`src/rtl/axi4_write_dma.sv`:
```
// axi4_write_dma: moves an AXI-Stream word sequence into memory using AXI4
// INCR write bursts, one burst outstanding at a time.
// Optional build macro AXI4_WRITE_DMA_TLAST_CHECK_EN: flags an error when
// s_axis_tlast does not mark exactly the final word of the transfer.
module axi4_write_dma #(
  parameter int unsigned AXI_ADDR_WIDTH  = 64,
  parameter int unsigned AXI_DATA_WIDTH  = 128,
  parameter int unsigned AXI_ID_WIDTH    = 1,
  parameter int unsigned AXIS_DATA_WIDTH = 32,
  parameter int unsigned MAX_BURST_LEN   = 256
) (
  input  logic                          aclk,
  input  logic                          areset,
  input  logic [AXI_ADDR_WIDTH-1:0]     start_addr,
  input  logic [31:0]                   transfer_length,
  input  logic                          start,
  output logic                          done,
  output logic                          error,
  output logic [AXI_ID_WIDTH-1:0]       m_axi_awid,
  output logic [AXI_ADDR_WIDTH-1:0]     m_axi_awaddr,
  output logic [7:0]                    m_axi_awlen,
  output logic [2:0]                    m_axi_awsize,
  output logic [1:0]                    m_axi_awburst,
  output logic                          m_axi_awlock,
  output logic [3:0]                    m_axi_awcache,
  output logic [2:0]                    m_axi_awprot,
  output logic [3:0]                    m_axi_awqos,
  output logic                          m_axi_awvalid,
  input  logic                          m_axi_awready,
  output logic [AXI_DATA_WIDTH-1:0]     m_axi_wdata,
  output logic [AXI_DATA_WIDTH/8-1:0]   m_axi_wstrb,
  output logic                          m_axi_wlast,
  output logic                          m_axi_wvalid,
  input  logic                          m_axi_wready,
  input  logic [AXI_ID_WIDTH-1:0]       m_axi_bid,
  input  logic [1:0]                    m_axi_bresp,
  input  logic                          m_axi_bvalid,
  output logic                          m_axi_bready,
  input  logic [AXIS_DATA_WIDTH-1:0]    s_axis_tdata,
  input  logic                          s_axis_tvalid,
  input  logic                          s_axis_tlast,
  output logic                          s_axis_tready
);

  localparam int unsigned AXI_BYTES  = AXI_DATA_WIDTH / 8;
  localparam int unsigned WORD_BYTES = AXIS_DATA_WIDTH / 8;
  localparam int unsigned WORDS      = AXI_DATA_WIDTH / AXIS_DATA_WIDTH;
  localparam int unsigned SIZE_LOG2  = $clog2(AXI_BYTES);
  localparam int unsigned WCNT_W     = (WORDS > 1) ? $clog2(WORDS) : 1;

  typedef enum logic [2:0] {
    IDLE,
    ISSUE_WRITE,
    SEND_DATA,
    WAIT_RESP,
    DONE_STATE
  } state_t;

  state_t state, state_next;

  logic [AXI_ADDR_WIDTH-1:0]   addr_r;
  logic [AXI_ADDR_WIDTH-1:0]   span_r;
  logic [31:0]                 bytes_rem;
  logic [31:0]                 burst_bytes_r;
  logic [31:0]                 burst_left;
  logic [7:0]                  len_r;
  logic [7:0]                  beat_cnt;
  logic [WCNT_W-1:0]           word_cnt;
  logic [AXI_DATA_WIDTH-1:0]   pack_r;
  logic [AXI_DATA_WIDTH/8-1:0] strb_r;
  logic                        wvalid_r;
  logic                        error_r;

  logic [32:0] beats_need, beats_c;
  logic [63:0] span_c;
  logic [31:0] burst_bytes_c;
  logic [31:0] rem_after;
  logic        accept, beat_close, w_hs;
  logic        unused_inputs;

  assign unused_inputs = ^{m_axi_bid, s_axis_tlast};

  // Burst sizing: beats = min(ceil(bytes_rem / AXI_BYTES), MAX_BURST_LEN);
  // the byte count is clamped to bytes_rem so the subtraction cannot underflow.
  always_comb begin
    beats_need    = ({1'b0, bytes_rem} + 33'(AXI_BYTES - 1)) >> SIZE_LOG2;
    beats_c       = (beats_need > 33'(MAX_BURST_LEN)) ? 33'(MAX_BURST_LEN) : beats_need;
    span_c        = 64'(beats_c) << SIZE_LOG2;
    burst_bytes_c = (span_c > 64'(bytes_rem)) ? bytes_rem : span_c[31:0];
    rem_after     = bytes_rem - burst_bytes_r;
  end

  assign accept     = s_axis_tvalid && s_axis_tready;
  assign beat_close = accept && ((word_cnt == WCNT_W'(WORDS - 1)) ||
                                 (burst_left == 32'(WORD_BYTES)));
  assign w_hs       = wvalid_r && m_axi_wready;

  // State register.
  always_ff @(posedge aclk or posedge areset) begin
    if (areset) state <= IDLE;
    else        state <= state_next;
  end

  // Next-state decode and channel control outputs.
  always_comb begin
    state_next     = state;
    m_axi_awvalid  = 1'b0;
    m_axi_bready   = 1'b0;
    done           = 1'b0;
    s_axis_tready  = 1'b0;
    m_axi_awid     = '0;
    m_axi_awaddr   = addr_r;
    m_axi_awlen    = beats_c[7:0] - 8'd1;
    m_axi_awsize   = 3'(SIZE_LOG2);
    m_axi_awburst  = 2'b01;
    m_axi_awlock   = 1'b0;
    m_axi_awcache  = 4'b0011;
    m_axi_awprot   = '0;
    m_axi_awqos    = '0;
    m_axi_wvalid   = wvalid_r;
    m_axi_wdata    = pack_r;
    m_axi_wstrb    = strb_r;
    m_axi_wlast    = wvalid_r && (beat_cnt == len_r);
    error          = error_r;
    case (state)
      IDLE: begin
        if (start) state_next = (transfer_length == '0) ? DONE_STATE : ISSUE_WRITE;
      end
      ISSUE_WRITE: begin
        m_axi_awvalid = 1'b1;
        if (m_axi_awready) state_next = SEND_DATA;
      end
      SEND_DATA: begin
        s_axis_tready = !wvalid_r && (burst_left != '0);
        if (w_hs && m_axi_wlast) state_next = WAIT_RESP;
      end
      WAIT_RESP: begin
        m_axi_bready = 1'b1;
        if (m_axi_bvalid) begin
          if (m_axi_bresp != 2'b00)  state_next = DONE_STATE;
          else if (rem_after != '0) state_next = ISSUE_WRITE;
          else                       state_next = DONE_STATE;
        end
      end
      DONE_STATE: begin
        done = 1'b1;
        if (!start) state_next = IDLE;
      end
      default: state_next = IDLE;
    endcase
  end

  // Transfer bookkeeping, beat packing and error capture.
  always_ff @(posedge aclk or posedge areset) begin
    if (areset) begin
      addr_r        <= '0;
      span_r        <= '0;
      bytes_rem     <= '0;
      burst_bytes_r <= '0;
      burst_left    <= '0;
      len_r         <= '0;
      beat_cnt      <= '0;
      word_cnt      <= '0;
      pack_r        <= '0;
      strb_r        <= '0;
      wvalid_r      <= 1'b0;
      error_r       <= 1'b0;
    end else begin
      if (state == IDLE && start) begin
        addr_r    <= start_addr;
        bytes_rem <= transfer_length;
      end
      if (state == ISSUE_WRITE && m_axi_awready) begin
        len_r         <= m_axi_awlen;
        span_r        <= AXI_ADDR_WIDTH'(span_c);
        burst_bytes_r <= burst_bytes_c;
        burst_left    <= burst_bytes_c;
        beat_cnt      <= '0;
        word_cnt      <= '0;
        pack_r        <= '0;
        strb_r        <= '0;
      end
      if (accept) begin
        pack_r[word_cnt*AXIS_DATA_WIDTH +: AXIS_DATA_WIDTH] <= s_axis_tdata;
        strb_r[word_cnt*WORD_BYTES +: WORD_BYTES]           <= '1;
        burst_left <= burst_left - 32'(WORD_BYTES);
        word_cnt   <= beat_close ? '0 : word_cnt + 1'b1;
        if (beat_close) wvalid_r <= 1'b1;
`ifdef AXI4_WRITE_DMA_TLAST_CHECK_EN
        if (s_axis_tlast != ((burst_left == 32'(WORD_BYTES)) && (burst_bytes_r == bytes_rem)))
          error_r <= 1'b1;
`endif
      end
      // The pack register is cleared on each beat handshake so a short final
      // beat carries zeros in its unfilled lanes.
      if (w_hs) begin
        wvalid_r <= 1'b0;
        pack_r   <= '0;
        strb_r   <= '0;
        beat_cnt <= beat_cnt + 8'd1;
      end
      if (state == WAIT_RESP && m_axi_bvalid) begin
        if (m_axi_bresp != 2'b00) begin
          error_r <= 1'b1;
        end else begin
          bytes_rem <= rem_after;
          addr_r    <= addr_r + span_r;
        end
      end
      if (state == DONE_STATE && !start) error_r <= 1'b0;
    end
  end

endmodule

```
`config.mk`:
```
export PLATFORM = sky130hd
export DESIGN_NAME = axi4_write_dma
export DESIGN_NICKNAME = d
export VERILOG_FILES = /design/src/rtl/axi4_write_dma.sv
export SDC_FILE = /design/constraint.sdc
export NUM_CORES = 1
export LEC_CHECK = 0
export CAP_MARGIN = 15
export CORE_MARGIN = 3
export CORE_UTILIZATION = 45
export CTS_CLUSTER_SIZE = 25
export DETAILED_ROUTE_END_ITERATION = 10
export GPL_ROUTABILITY_DRIVEN = 0
export PLACE_DENSITY_LB_ADDON = 0.3
export SLEW_MARGIN = 15
export SYNTH_ARGS = -nofsm -noshare
export SYNTH_HDL_FRONTEND = slang
export SYNTH_SLANG_ARGS = --single-unit
export TNS_END_PERCENT = 20
```
`constraint.sdc`:
```
create_clock -name aclk -period 12.93 [get_ports aclk]
set_clock_uncertainty 0.1 [all_clocks]
set_input_delay 1.9395 -clock aclk [delete_from_list [all_inputs] [get_ports aclk]]
set_output_delay 1.9395 -clock aclk [all_outputs]
set_load 0.005 [all_outputs]
```
==> run metrics, run 1 <==
status=finished clean; Fin Setup TNS=0 ps; Die H=220 um; Worst Tran Pin Value=around 1000 ps; Finished Layout Cells=3287; initial drt markers=about 1.7k; slowest stage delay, CP=700 ps; count leader, synth=dfrtp_1; initial antenna violation count=1; P&R area growth vs syn=26.8%; fin util=0.586; crit share post-route=0.617; dpl hpwl=~46000 um; WP data required=10890 ps; Post-Syn Area=about 0.021 sq mm; Pre-antenna DRT Iters=6; Ports=between 300 and 400; # DRC=0; Die Footprint=roughly 0.049 sq mm; max-cap viol count=0; largest area contributor in the synthesized netlist=dfrtp_1; Via Count=19.7k; Gate Count Post-Synth=approximately 2.4k; GRT Total Usage=0.267; EDFF count, synth=0; post-route ant nets=0; Final min period=~8000 ps; total wire length=~67000 um; clock-pin slew on the worst setup and hold paths=~60 ps; synthesis-stage register bit count=around 360; # setup viols final=0; Fin. Hold Viols=0; grt total ovfl=0; Slew Limit Fails=0; Worst R2R Start=bytes_rem[7]; Critical Path AT=just under 6000 ps; Starting Density=0.462; layout cells sized above 1=0.0542; Routed WL per cell=a little over 20 um; Die X=~220 um; placed cells=3212; ant diodes=0; crit path capture type=primary output; vias per cell=around 6.0; clock latency on the worst-skew pair=570 ps; CP delay by family, top=simple AND/OR/NAND/NOR gates; port bufs=359; global-route wire length before repair=around 100000 um; Peak VDD IR=0.000118 V; CTS buffer count=42; Post-synth ARST share=1.00; YS warnings=0; worst path cell trace=and4_1 > nand4_1 > a2111oi_0 > o22ai_1 > nor4_4 > nand2_2 > or3_1 > ha_1 > nor4_1 > nor2_1 > o21a_1 > a21oi_1 > clkdlybuf4s50_1; H-tree Lvls=2; CP Buf/Inv Count=1; Hold WC Path Type=register to register; Achievable Freq=around 130 MHz; RSZ-0062 raised after global routing=no; Core Region=approximately 0.045 sq mm; Resized Gates After CTS=0; TritonCTS clock tree=built; final net count=slightly below 3k; share of the synthesized area in the top cell type=0.430; Synth Area per Inst=about 8.7 sq um; ys flop type=dfrtp_1; distinct cell type count after synthesis=84; CTS Sinks=between 300 and 400; most area-consuming cells after synthesis=dfrtp_1, nand2_1, ha_1; Commonest cells post-synth=dfrtp_1, nand2_1, nor2_1; hold_ws=375 ps; largest net degree at the start of global routing=roughly 180; worst hold start=m_axi_wstrb[9]; Static Leak=11.6 nW; Setup crit start=bytes_rem[7]; slew margin rel.=0.305; CP max-delay cell=dfrtp_1; CTS Hold Bufs=0; Pwr Density=~220 mW/mm^2; Site Rows=77; CP startpoint kind=register; Crit Path Max Fanout=14; WS Path Type=register to primary output; number of global-route vias before repair=19.2k; Longest Clk Path Bufs=3; postcts setup bufs=0; root buf cell=clkbuf_16; sequential element share of the synthesized area=0.430
==> power by group <==
part / leakage, nW / switching (mW) / internal, mW / total [mW]
clock network: 0.754 / 0.491 / 0.826 / 1.32
registers: 4.69 / 0.377 / 1.40 / 1.78
logic: 6.20 / 1.44 / 1.11 / 2.56
total: 11.6 / 2.31 / 3.34 / 5.65
==> cell type report <==
| cell class | count | area, sq um |
|---|---|---|
| Fill cell | 3882 | 18500 |
| Multi-Input combinational cell | 1801 | 11000 |
| Sequential cell | 356 | 8910 |
| Timing Repair Buffer | 383 | 3790 |
| Clock buffer | 57 | 1230 |
| Tap cell | 592 | 741 |
| Inverter | 81 | 312 |
| Clock inverter | 17 | 309 |
==> cells in the final DEF (no fill, tap or decap), types with 54 or more instances in the layout <==
cell type / netlist / layout
a22oi_1: 74 / 74
nand2_1: 283 / 282
nand3_1: 200 / 198
a21oi_1: 151 / 149
nor2_1: 219 / 219
o21ai_0: 82 / 82
inv_1: 81 / 80
a31oi_1: 54 / 54
clkdlybuf4s50_1: 0 / 359
dfrtp_1: 356 / 356
ha_1: 80 / 80
==> state kept, by name, summed over array words and instances (netlist names) <==
register / flops
burst_left: 32
m_axi_wvalid: 1
bytes_rem: 32
m_axi_wdata: 128
word_cnt: 2
m_axi_awaddr: 64
m_axi_wstrb: 16
state: 3
beat_cnt: 8
span_r: 29
error: 1
burst_bytes_r: 32
len_r: 8
==> through the flow <==
step	area [sq um]	setup slack [ps]	power, mW
6_report	26300	4960	5.65
5_1_grt	26300	4440	6.01
4_1_cts	26200	5050	5.64
3_5_place_dp	24700	5680	4.29
3_3_place_gp	24700	5800	4.21
2_1_floorplan	20800	1010	3.32
==> routing by layer <==
| metal | global-route usage | wire, um |
|---|---|---|
| met1 | 0.355 | 27500 |
| met2 | 0.431 | 31300 |
| met3 | 0.0434 | 4510 |
| met4 | 0.125 | 3190 |
| met5 | 0 | 13 |
==> final timing paths <==
kind	endpoint	slack, ps	depth (start not counted)
worst max-delay path	m_axi_awlen[6]	4960	13
worst min-delay path	m_axi_wstrb[9]	370	2
worst max register to register	burst_left[9]	6690	19
worst min register to register	m_axi_wstrb[9]	370	2
max in group asynchronous	m_axi_awaddr[31]	8550	4
min in group asynchronous	m_axi_wvalid	1820	2
==> cell families after synthesis <==
family / synth area share
AND/OR/NAND/NOR: 0.234
AO/OA/AOI/OAI: 0.194
flip-flops: 0.430
buffers and inverters: 0.0476
adder cells (fa/ha/maj): 0.0503
XOR/XNOR: 0.0279
multiplexers: 0.0158
other: 0.000363
==> worst min-delay path: stages, from the launching register on <==
cell and delay, ps:
dfrtp_1 340, nand2_1 50, nand2_1 50
Note: power is estimated with default switching activity, not from simulation.
==> run 2, diff against run 1 <==
==> constraint.sdc (replaced) <==
create_clock -name aclk -period 6.9 [get_ports aclk]
set_clock_uncertainty 0.1 [all_clocks]
set_input_delay 1.035 -clock aclk [delete_from_list [all_inputs] [get_ports aclk]]
set_output_delay 1.035 -clock aclk [all_outputs]
set_load 0.005 [all_outputs]
==> run 2 against run 1 <==
Sequential power increased by 85%; power increased by 82%; count of clock-buffer cells in the layout unchanged; core utilization decreased by 0.38 points; hold slack got worse by 3.0 ps; routed wire length increased by 1.5%; combinational power increased by 89%.
==> run metrics, run 2 (synthesized netlist as in run 1, its figures left out) <==
# setup viols final=0 (unchanged); pre-CTS WS=967 ps (was 5680 ps); commonest non-fill, non-tap cell in the layout=clkdlybuf4s50_1 (unchanged); Die X=220 um (unchanged); WS Path Type=register to primary output (unchanged); CP delay by family, top=simple AND/OR/NAND/NOR gates (unchanged); CP max-delay cell=clkdlybuf4s50_1 (was dfrtp_1); total power=10.3 mW (was 5.65 mW); Hold WC Path Type=register to register (unchanged); initial drt markers=1968 (was 1738); clock latency on the worst-skew pair=570 ps (about the same); dpl hpwl=48100 um (was 46400 um); total wire length=67600 um (was 66500 um); CTS Sinks=356 (unchanged); Static Leak=11.6 nW (about the same); Peak VDD IR=0.000244 V (was 0.000118 V); largest net degree at the start of global routing=134 (was 175); ant diodes=0 (unchanged); Die Footprint=0.0486 sq mm (unchanged); root buf cell=clkbuf_16 (unchanged); switching pwr=4.30 mW (was 2.31 mW); Via Count=19.9k (was 19.7k); postcts setup bufs=0 (unchanged); Fillers=3935 (was 3882); post-route ant nets=0 (unchanged); TritonCTS clock tree=built (unchanged); P&R area growth vs syn=26.0% (was 26.8%); vias per cell=6.06 (was 5.99); Seq pwr share=0.319 (was 0.315); Ports=380 (unchanged); final net count=2892 (was 2886); Die H=220 um (unchanged); crit share post-route=0.934; CTS buffer count=42 (unchanged); clock-pin slew on the worst setup and hold paths=60 ps (about the same); Clk pwr share=0.211 (was 0.233); final worst slack=457 ps (was 4960 ps); Routed WL per cell=20.5 um (was 20.2 um); slowest stage delay, CP=630 ps (was 700 ps); Critical Path AT=5310 ps (was 5930 ps); Starting Density=0.462 (unchanged); Worst R2R Start=bytes_rem[6] (was bytes_rem[7]); Fin Setup TNS=0 ps (unchanged); global-route wire length before repair=105000 um (about the same); GRT Total Usage=0.270 (was 0.267); Site Rows=77 (unchanged); port bufs=359 (unchanged); Pre-antenna DRT Iters=5 (was 6); H-tree Lvls=2 (unchanged); Fin. Hold Viols=0 (unchanged); crit path capture type=primary output (unchanged); Final min period=6440 ps; CP Buf/Inv Count=1 (unchanged); RSZ-0062 raised after global routing=no (unchanged); initial antenna violation count=0 (was 1); worst hold start=m_axi_wstrb[6] (was m_axi_wstrb[9]); slew margin rel.=0.213 (was 0.305); Achievable Freq=~160 MHz; grt total ovfl=0 (unchanged); Slew Limit Fails=0 (unchanged); status=finished clean (unchanged); Pwr Density=396 mW/mm^2 (was 215 mW/mm^2); CP startpoint kind=register (unchanged); hold_ws=372 ps (was 375 ps); layout cells sized above 1=0.0530 (was 0.0542); P_int=6.02 mW (was 3.34 mW); worst path cell trace=and4_1 > nand4_1 > a2111oi_0 > o22ai_1 > or4_4 > or3_1 > ha_1 > nor4_1 > nor2_1 > o21a_1 > a21oi_1 > clkdlybuf4s50_1 (was and4_1 > nand4_1 > a2111oi_0 > o22ai_1 > nor4_4 > nand2_2 > or3_1 > ha_1 > nor4_1 > nor2_1 > o21a_1 > a21oi_1 > clkdlybuf4s50_1); sw frac=0.417 (was 0.409); Longest Clk Path Bufs=3 (unchanged); most frequent cells in the layout=clkdlybuf4s50_1, dfrtp_1, nand2_1, nor2_1, nand3_1 (unchanged); Comb power frac=0.470 (was 0.452); max reg flops=128 (unchanged); max-cap viol count=0 (unchanged); Worst Tran Pin Value=1170 ps (was 1040 ps); Resized Gates After CTS=0 (unchanged); # DRC=0 (unchanged); WP data required=5760 ps (was 10890 ps); Core Region=0.0448 sq mm (unchanged); Setup crit start=bytes_rem[6] (was bytes_rem[7]); CTS Hold Bufs=0 (unchanged); Crit Path Max Fanout=12 (was 14); number of global-route vias before repair=19.2k (about the same); fin util=0.582 (was 0.586)
-- run 2: cell types whose count changed in the layout (fill, tap and decap cells not counted) --
cell	before	now
clkbuf_16	43	42
clkbuf_1	4	9
inv_6	1	0
clkinv_4	0	1
nor2_2	1	2
clkinvlp_4	2	3
clkbuf_8	10	6
buf_4	23	29
clkinv_8	0	1
inv_8	1	0
inv_16	1	0
nor2_1	219	218
bufinv_16	8	3
-- run 2: worst paths after layout --
path	end	slack (ps)	cells after the start
worst min register to register	m_axi_wstrb[6]	370	2
max in group asynchronous	m_axi_awaddr[10]	4650	3
min in group asynchronous	m_axi_wstrb[4]	720	2
worst min-delay path	m_axi_wstrb[6]	370	2
worst max-delay path	m_axi_awlen[6]	460	12
worst max register to register	burst_bytes_r[6]	1100	17
-- run 2: layout make-up --
type                    count  area, sq um  share of cell area
flip-flops and latches    356         8910               0.342
multi-input cells        1801        11000               0.421
repair buffers            389         3830               0.147
clock inverters            12          155             0.00595
clock buffers              57         1170              0.0448
inverters                  81          308              0.0118
well taps                 592          741              0.0284
-- run 2: worst reg2reg max path, stage by stage, from the launching register on --
cell and delay [ps]:
dfrtp_1 600, and4_1 400, nand4_1 300, a2111oi_0 490, o22ai_1 210, or4_4 610
or3_1 490, inv_1 120, ha_1 250, a21oi_1 160, nor2b_1 60, o31ai_1 280
nand2b_1 170, nor3_2 50, o32ai_2 360, a31oi_4 190, nor3_1 600, a221oi_1 200
-- run 2: power by group through the flow --
stage / registers, mW / logic [mW] / clock network [mW]
final: 3.29 / 4.85 / 2.18
after CTS: 3.27 / 4.79 / 2.22
after global placement: 3.28 / 4.64 / 0
after global routing: 3.37 / 5.33 / 2.30
after detailed placement: 3.30 / 4.76 / 0
after floorplan: 3.10 / 3.12 / 0
-- run 2: through the flow --
step / instances / area [sq um]
floorplan: 2398 / 20800
global route: 3288 / 26100
CTS: 3286 / 26100
finish: 3288 / 26100
detailed placement: 3217 / 24700
global placement: 3217 / 24700
-- run 2: per-layer routing --
| layer | GRT usage | share of wire |
|---|---|---|
| met5 | 0 | 0 |
| met4 | 0.120 | 0.047 |
| met3 | 0.0471 | 0.073 |
| met2 | 0.432 | 0.47 |
| met1 | 0.362 | 0.41 |
